--- config.mk ---
export PLATFORM = sky130hd
export DESIGN_NAME = retire_trace_buffer
export DESIGN_NICKNAME = d
export VERILOG_FILES = /design/src/rtl/retire_trace_buffer.sv
export SDC_FILE = /design/constraint.sdc
export NUM_CORES = 1
export LEC_CHECK = 0
export ABC_AREA = 1
export BUFFER_PORTS_ARGS = -buffer_cell sky130_fd_sc_hd__buf_2
export CAP_MARGIN = 10
export CORE_MARGIN = 2
export CORE_UTILIZATION = 50
export DETAILED_ROUTE_END_ITERATION = 16
export PLACE_DENSITY = 0.71
export SLEW_MARGIN = 0
export SYNTH_ARGS = -nofsm -noshare
export SYNTH_HDL_FRONTEND = slang
export SYNTH_SLANG_ARGS = --single-unit
--- constraint.sdc ---
create_clock -name clk -period 5.94 [get_ports clk]
set_input_delay 1.188 -clock clk [delete_from_list [all_inputs] [get_ports clk]]
set_output_delay 1.188 -clock clk [all_outputs]
set_load 0.05 [all_outputs]
--- src/rtl/retire_trace_buffer.sv ---
// retire_trace_buffer
//   Captures one trace record per active retirement cycle into a small FIFO
//   and keeps retired-instruction / active-cycle counters.
//
//   Optional feature macro: TRACE_WATCHDOG_EN
//     When defined, a watchdog sets 'timeout' once cycle_count reaches 100000
//     without a halt and stops further capture (halted stays 0).
//
//   Ports
//     clk, rst             : clock, asynchronous active-high reset
//     en                   : capture enable
//     pc, inst             : retiring PC / instruction
//     reg_write, mem_read,
//     mem_write, hlt       : retirement qualifiers
//     write_reg            : destination register
//     write_data, mem_addr,
//     mem_data             : register write value, memory address, store data
//     rd_valid/rd_ready    : head-record handshake
//     rd_data              : {kind[2:0], pc[15:0], reg[3:0], a[15:0], b[15:0]}
//     inst_count,
//     cycle_count          : saturating counters
//     overflow, halted     : sticky status
//     timeout              : watchdog flag (0 unless TRACE_WATCHDOG_EN)
module retire_trace_buffer #(
  parameter int DEPTH = 8
) (
  input  logic        clk,
  input  logic        rst,
  input  logic        en,
  input  logic [15:0] pc,
  input  logic [15:0] inst,
  input  logic        reg_write,
  input  logic        mem_read,
  input  logic        mem_write,
  input  logic        hlt,
  input  logic [3:0]  write_reg,
  input  logic [15:0] write_data,
  input  logic [15:0] mem_addr,
  input  logic [15:0] mem_data,
  output logic        rd_valid,
  input  logic        rd_ready,
  output logic [54:0] rd_data,
  output logic [31:0] inst_count,
  output logic [31:0] cycle_count,
  output logic        overflow,
  output logic        halted,
  output logic        timeout
);
  localparam int AW = $clog2(DEPTH);

  localparam logic [2:0] K_REG   = 3'd0;
  localparam logic [2:0] K_LD    = 3'd1;
  localparam logic [2:0] K_ST    = 3'd2;
  localparam logic [2:0] K_OTHER = 3'd3;
  localparam logic [2:0] K_HALT  = 3'd4;

  logic [54:0] r_mem [DEPTH];
  logic [AW:0] r_wptr, r_rptr;
  logic [31:0] r_inst_cnt, r_cyc_cnt;
  logic        r_overflow, r_halted;

  logic        w_stop, w_event, w_empty, w_full, w_pop, w_push;
  logic [2:0]  w_kind;
  logic [3:0]  w_reg;
  logic [15:0] w_a, w_b;
  logic [31:0] w_inst_nxt, w_cyc_nxt;

  // Instruction word is not part of the record.
  logic        w_unused;
  assign w_unused = ^inst;

`ifdef TRACE_WATCHDOG_EN
  logic r_timeout;
  always_ff @(posedge clk or posedge rst) begin
    if (rst)
      r_timeout <= 1'b0;
    else if (w_event && w_cyc_nxt == 32'd100000)
      r_timeout <= 1'b1;
  end
  assign w_stop  = r_timeout;
  assign timeout = r_timeout;
`else
  assign w_stop  = 1'b0;
  assign timeout = 1'b0;
`endif

  // Every enabled, non-halted cycle is a retirement event.
  assign w_event = en & ~r_halted & ~w_stop;

  always_comb begin
    w_kind = K_OTHER;
    w_reg  = 4'd0;
    w_a    = 16'd0;
    w_b    = 16'd0;
    if (reg_write && mem_read) begin
      w_kind = K_LD;  w_reg = write_reg; w_a = write_data; w_b = mem_addr;
    end else if (reg_write) begin
      w_kind = K_REG; w_reg = write_reg; w_a = write_data;
    end else if (hlt) begin
      w_kind = K_HALT;
    end else if (mem_write) begin
      w_kind = K_ST;  w_a = mem_addr; w_b = mem_data;
    end
  end

  // Extra MSB on the pointers separates full from empty.
  assign w_empty = (r_wptr == r_rptr);
  assign w_full  = (r_wptr[AW] != r_rptr[AW]) && (r_wptr[AW-1:0] == r_rptr[AW-1:0]);
  assign w_pop   = ~w_empty & rd_ready;
  assign w_push  = w_event & (~w_full | w_pop);

  assign w_inst_nxt = (r_inst_cnt == 32'hFFFF_FFFF) ? r_inst_cnt : r_inst_cnt + 32'd1;
  assign w_cyc_nxt  = (r_cyc_cnt  == 32'hFFFF_FFFF) ? r_cyc_cnt  : r_cyc_cnt  + 32'd1;

  always_ff @(posedge clk) begin
    if (w_push) r_mem[r_wptr[AW-1:0]] <= {w_kind, pc, w_reg, w_a, w_b};
  end

  always_ff @(posedge clk or posedge rst) begin
    if (rst) begin
      r_wptr     <= '0;
      r_rptr     <= '0;
      r_inst_cnt <= '0;
      r_cyc_cnt  <= '0;
      r_overflow <= 1'b0;
      r_halted   <= 1'b0;
    end else begin
      if (w_push) r_wptr <= r_wptr + 1'b1;
      if (w_pop)  r_rptr <= r_rptr + 1'b1;
      if (w_event) begin
        r_inst_cnt <= w_inst_nxt;
        r_cyc_cnt  <= w_cyc_nxt;
        if (w_full && !w_pop) r_overflow <= 1'b1;
        if (w_kind == K_HALT)  r_halted   <= 1'b1;
      end
    end
  end

  // Gate the memory output so rd_data reads zero whenever nothing is held.
  assign rd_valid    = ~w_empty;
  assign rd_data     = w_empty ? '0 : r_mem[r_rptr[AW-1:0]];
  assign inst_count  = r_inst_cnt;
  assign cycle_count = r_cyc_cnt;
  assign overflow    = r_overflow;
  assign halted      = r_halted;
endmodule
# Word level (Yosys, flattened, before mapping)
# Memories as Yosys holds them, arrays and structs flattened.
# Cells that the tools add are included.
[totals] reg_bits=74 ram_bits=440 input_bits=92 out_inout_bits=123 elab_cells=51 memories=1
[classes] add_sub_neg=4 n_eq_ne=6 n_mux=17 n_bitwise=9 n_reduce_logical=8
[mem_list] memory="r_mem" words=8 word_bits=55 rd=1 rd_ports_with_merged_regs=0 wr=1 line_no="57" source="logic [54:0] r_mem [DEPTH];"
[ops] op="$mux W16" n=8
[ops] op="$add A32 B1 Y32 const B" n=2
[ops] op="$eq A32 B32 Y1 const B" n=2
[ops] op="$mux W55" n=1
[ops] op="$mux W3" n=3
[ops] op="$add A4 B1 Y4 const B" n=2
[ops] op="$mux W4" n=2
[ops] op="$reduce_and A2 Y1" n=4
[ops] op="$not A1 Y1" n=5
[ops] op="$eq A4 B4 Y1" n=1
[ops] op="$and A1 B1 Y1" n=3
[ops] op="$eq A3 B3 Y1" n=1
[ops] op="$eq A3 B3 Y1 const B" n=1
[ops] op="$logic_and A1 B1 Y1" n=3
[ops] op="$mux W1" n=3
[ops] op="$logic_not A1 Y1" n=1
[ops] op="$ne A1 B1 Y1" n=1
[ops] op="$or A1 B1 Y1" n=1

# Longest topological paths before layout
[depth] ltp_word=7 depth_mapped=11 mapped_depth_nobuf=10

# Worst setup path before layout
# OpenSTA, ideal clock, no wires.
[synth_path] kind="input-to-reg" from="input en" to="memory r_mem[0][0] (enable)" setup_time_ns=0.468 arrival_ns=3.982 required_time_ns=5.472 path_slack_ns=1.490 cell_stages=4 path_buffers=0 cell_sequence="nand2_1 inv_2 nand2_1 nor2_1"
[synth_between] elab_chain_cells=4
[synth_lines] item="start, declared" line_no="29" source="input logic en,"
[synth_lines] item="$and A1 B1 Y1" line_no="88" source="assign w_event = en & ~r_halted & ~w_stop;"
[synth_lines] item="$and A1 B1 Y1" line_no="110" source="assign w_push = w_event & (~w_full | w_pop);"
[synth_lines] item="$mux W1" line_no="116" source="if (w_push) r_mem[r_wptr[AW-1:0]] <= {w_kind, pc, w_reg, w_a, w_b};"
[synth_lines] item="$mux W1 (not written as such)" line_no="116"
[synth_lines] item="end, declared" line_no="57"
# Every way passes these cells.

# Worst setup path in the final report
[layout_path] from="register r_rptr[0]" to="output rd_data[16]"
[layout_between] elab_chain_cells=2 elab_cells_between_ends=3 cone_classes="eq/ne (1); mux (1); memory (1)"
[layout_lines] item="start, declared" line_no="58" source="logic [AW:0] r_wptr, r_rptr;"
[layout_lines] item="start signal, assigned" line_no="129" source="if (w_pop) r_rptr <= r_rptr + 1'b1;"
[layout_lines] item="$mem_v2 Z8 W55 / $eq A4 B4 Y1 (equally long branches)"
[layout_lines] item="$mux W55 *" line_no="141" source="assign rd_data = w_empty ? '0 : r_mem[r_rptr[AW-1:0]];"
[layout_lines] item="end, declared" line_no="42" source="output logic [54:0] rd_data,"
# Every way passes the cells marked *; elsewhere a longest branch is shown, timed or not.

==> results by group <==
Run status
  – Status: complete, no violations

Yosys
  – Cell variety after synth: 36
  – Synth Instances: 2180
  – Synthesized cell area: 22610 um^2
  – Syn Area/Cell: 10.37 um^2
  – Synth Warn #: 0
  – FFs w/ async S/R, synth: 0.1440
  – Sequential-to-total area share from yosys stat: 0.6664
  – FF+latch count, synth: 514
  – EDFF count, synth: 440
  – Syn_nets: 2276
  – Primary FF master, synth: edfxtp_1

Pwr
  – Sw Share: 0.1979
  – Gate power share: 0.015
  – Lkg Pwr: 9.420 nW
  – Clk pwr share: 0.467
  – P_int: 6.088 mW
  – Power Total: 7.590 mW
  – PwrDens: 293.3 nW/um^2
  – Part of the power in registers: 0.517
  – Sw Pwr: 1.502 mW
  – Max VDD drop: 0.0002569 V

Die
  – Die ar.: 46930 um^2
  – Row count: 77
  – Initial Util: 0.5090
  – Floorplan core area: 44410 um^2
  – Die Ht: 216.6 um
  – Die width: 216.6 um
  – Boundary Pins: 215

STA
  – Fmax: 204.9 MHz
  – Final Hold Slack: 0.4742 ns
  – Final setup fails: 0
  – Final Max Tran Viols: 0
  – Normalized max-slew margin: 0.1951
  – Layout Skew: 0.02078 ns
  – Final WS setup: 1.059 ns
  – Setup TNS: 0 ns
  – Final cycle utilization of the critical path: 0.8216
  – Slew @ Worst Pin: 1.207 ns
  – Fin crit period: 4.881 ns
  – Hold violation count in the final report: 0
  – RSZ-0062 raised after global routing: no

Layout
  – Area grow syn2layout: 14.46%
  – Layout Utilization: 0.5826
  – Commonest non-fill, non-tap cell in the layout: nor2_1
  – Fin nets: 2432
  – Final non-filler cell area: 25880 um^2
  – Reg area: 15080 um^2
  – Layout cells sized above 1: 0.1424
  – Finished Layout Cells: 2972
  – Diodes inserted: 0
  – Highest-count cells in the layout ignoring fill and taps: nor2_1 (487), nand2_1 (486), edfxtp_1 (440), o21ai_0 (205), buf_2 (197)
  – Fillers: 3609
  – Area of the multi-input gates: 6740 um^2

Routing
  – Routed wire length per instance: 18.39 um
  – Drt drc: 0
  – Pre-antenna DRT Iters: 5
  – DRT Wirelength: 54660 um
  – Vias/cell: 5.534
  – Post-detailed-route count of antenna-violating nets: 0
  – Starting DRC count in detailed routing: 1898
  – Vias: 16.45k

Clock network
  – Clock Path Buffers: 3
  – Post-CTS Setup Inserts: 0
  – H-tree lvl count: 2
  – Hold Buf Count CTS: 0
  – CTS sink cnt: 514
  – Post-CTS resize count: 0
  – Reg clk slew, reported paths: 0.06 ns
  – Number of CTS-inserted buffers: 53
  – Clock root cell: clkbuf_16
  – CTS tree: done
  – Clock Latency Late Sink: 0.62 ns

Critical path
  – CP Class: reg2out
  – Critical path, cell by cell: buf_4, o21ai_0, o22ai_1, nor2_1, nor2_1, buf_2
  – Top cell by count, worst path: nor2_1
  – Worst EP arrival: 3.69 ns
  – CP Buf/Inv Count: 2
  – Critical Path Max Stage Delay: 0.97 ns
  – Worst path slowest cell: dfrtp_4
  – CP Capture Type: output port
  – Worst EP required: 4.75 ns
  – Setup crit start kind: register
  – CP max FO: 104
  – CP delay by family, top: buffers and inverters

Worst hold path
  – Hold WC Path Type: reg2reg

Placement
  – DP Area: 24000 um^2
  – Place WS: 1.731 ns
  – DP Cell Count: 2873
  – Detailed placement HPWL: 30940 um
  – I/O Buffers: 197
  – GPL Wtd Cong: 0.9327

Flow run
  – MaxCap Viol Count: 0

Global routing
  – Largest net degree at the start of global routing: 105
  – Vias in the first global route: 15.67k
  – First-pass GRT wire length: 84590 um
  – Gr usage total: 0.2317
  – Gr ovfl total: 0
  – Initial antenna violation count: 1
## logic make-up (layout without fill, tap and decap cells)
family | Yosys count | count (layout) | synth area share
compound gates | 362 | 362 | 0.09320
simple gates | 1082 | 1082 | 0.1889
other cells | 1 | 1 | 0.0001659
xor+xnor | 29 | 29 | 0.01124
flops | 514 | 514 | 0.6664
buf+inv | 188 | 388 | 0.03791
fa+ha+maj | 4 | 4 | 0.002214
## state kept, by name (all words and copies together), names as in the netlist
signal and count:
r_mem 440, inst_count 32, overflow 1, r_rptr 4, r_wptr 4, cycle_count 32, halted 1
## layout make-up
class	instances	share of cell area
repair buffers	219	0.04545
multi-input cells	1478	0.2605
well taps	592	0.02863
clock inverters	36	0.01968
flip-flops and latches	514	0.5826
inverters	70	0.01044
clock buffers	63	0.05271
## cell usage after synthesis (all sizes together), types with 15 or more instances
cell | count | share of area
a32o | 16 | 0.0071
buf | 54 | 0.016
clkbuf | 64 | 0.011
dfrtp | 74 | 0.082
edfxtp | 440 | 0.58
inv | 70 | 0.012
nand2 | 493 | 0.083
nand3 | 73 | 0.016
nor2 | 504 | 0.085
o211ai | 55 | 0.018
o21ai | 232 | 0.051
o22ai | 55 | 0.015
xnor2 | 15 | 0.0058
## power by group through the flow
stage | clock [mW] | combinational, mW | sequential (mW)
floorplan | 0 | 0.0510 | 4.00
global placement | 0 | 0.111 | 4.00
detailed placement | 0 | 0.116 | 4.00
CTS | 3.61 | 0.117 | 3.92
global route | 3.74 | 0.129 | 3.92
finish | 3.55 | 0.117 | 3.93
## worst register-to-register path: cells and delay by family, from the launching register on
| family | cells | cell delay, ns |
|---|---|---|
| flops | 1 | 1.03 |
| buf+inv | 1 | 0.44 |
| simple gates | 6 | 1.68 |
## per-layer routing
| layer | vias up | part of all wire | wire [um] | GRT usage |
|---|---|---|---|---|
| li1 | 7809 | - | - | - |
| met1 | 7835 | 0.42 | 22830 | 0.3125 |
| met2 | 676 | 0.47 | 25780 | 0.3813 |
| met3 | 126 | 0.082 | 4471 | 0.04028 |
| met4 | 0 | 0.029 | 1583 | 0.08059 |
| met5 | - | 0 | 0 | 0 |
## path summary, 6_finish.rpt
kind / start / to / slack (ns) / cells past startpoint
min: overflow$_DFFE_PP0P_ / overflow$_DFFE_PP0P_ / 0.47 / 1
max: r_rptr[0]$_DFFE_PP0P_ / rd_data[16] / 1.06 / 6
min reg2reg: overflow$_DFFE_PP0P_ / overflow$_DFFE_PP0P_ / 0.47 / 1
max in group asynchronous: rst / r_rptr[1]$_DFFE_PP0P_ / 4.33 / 3
max reg2reg: r_rptr[1]$_DFFE_PP0P_ / r_mem[6][8]$_DFFE_PP_ / 2.47 / 7
min in group asynchronous: rst / cycle_count[19]$_DFFE_PP0P_ / 0.88 / 3
(Power assumes the default switching activity.)
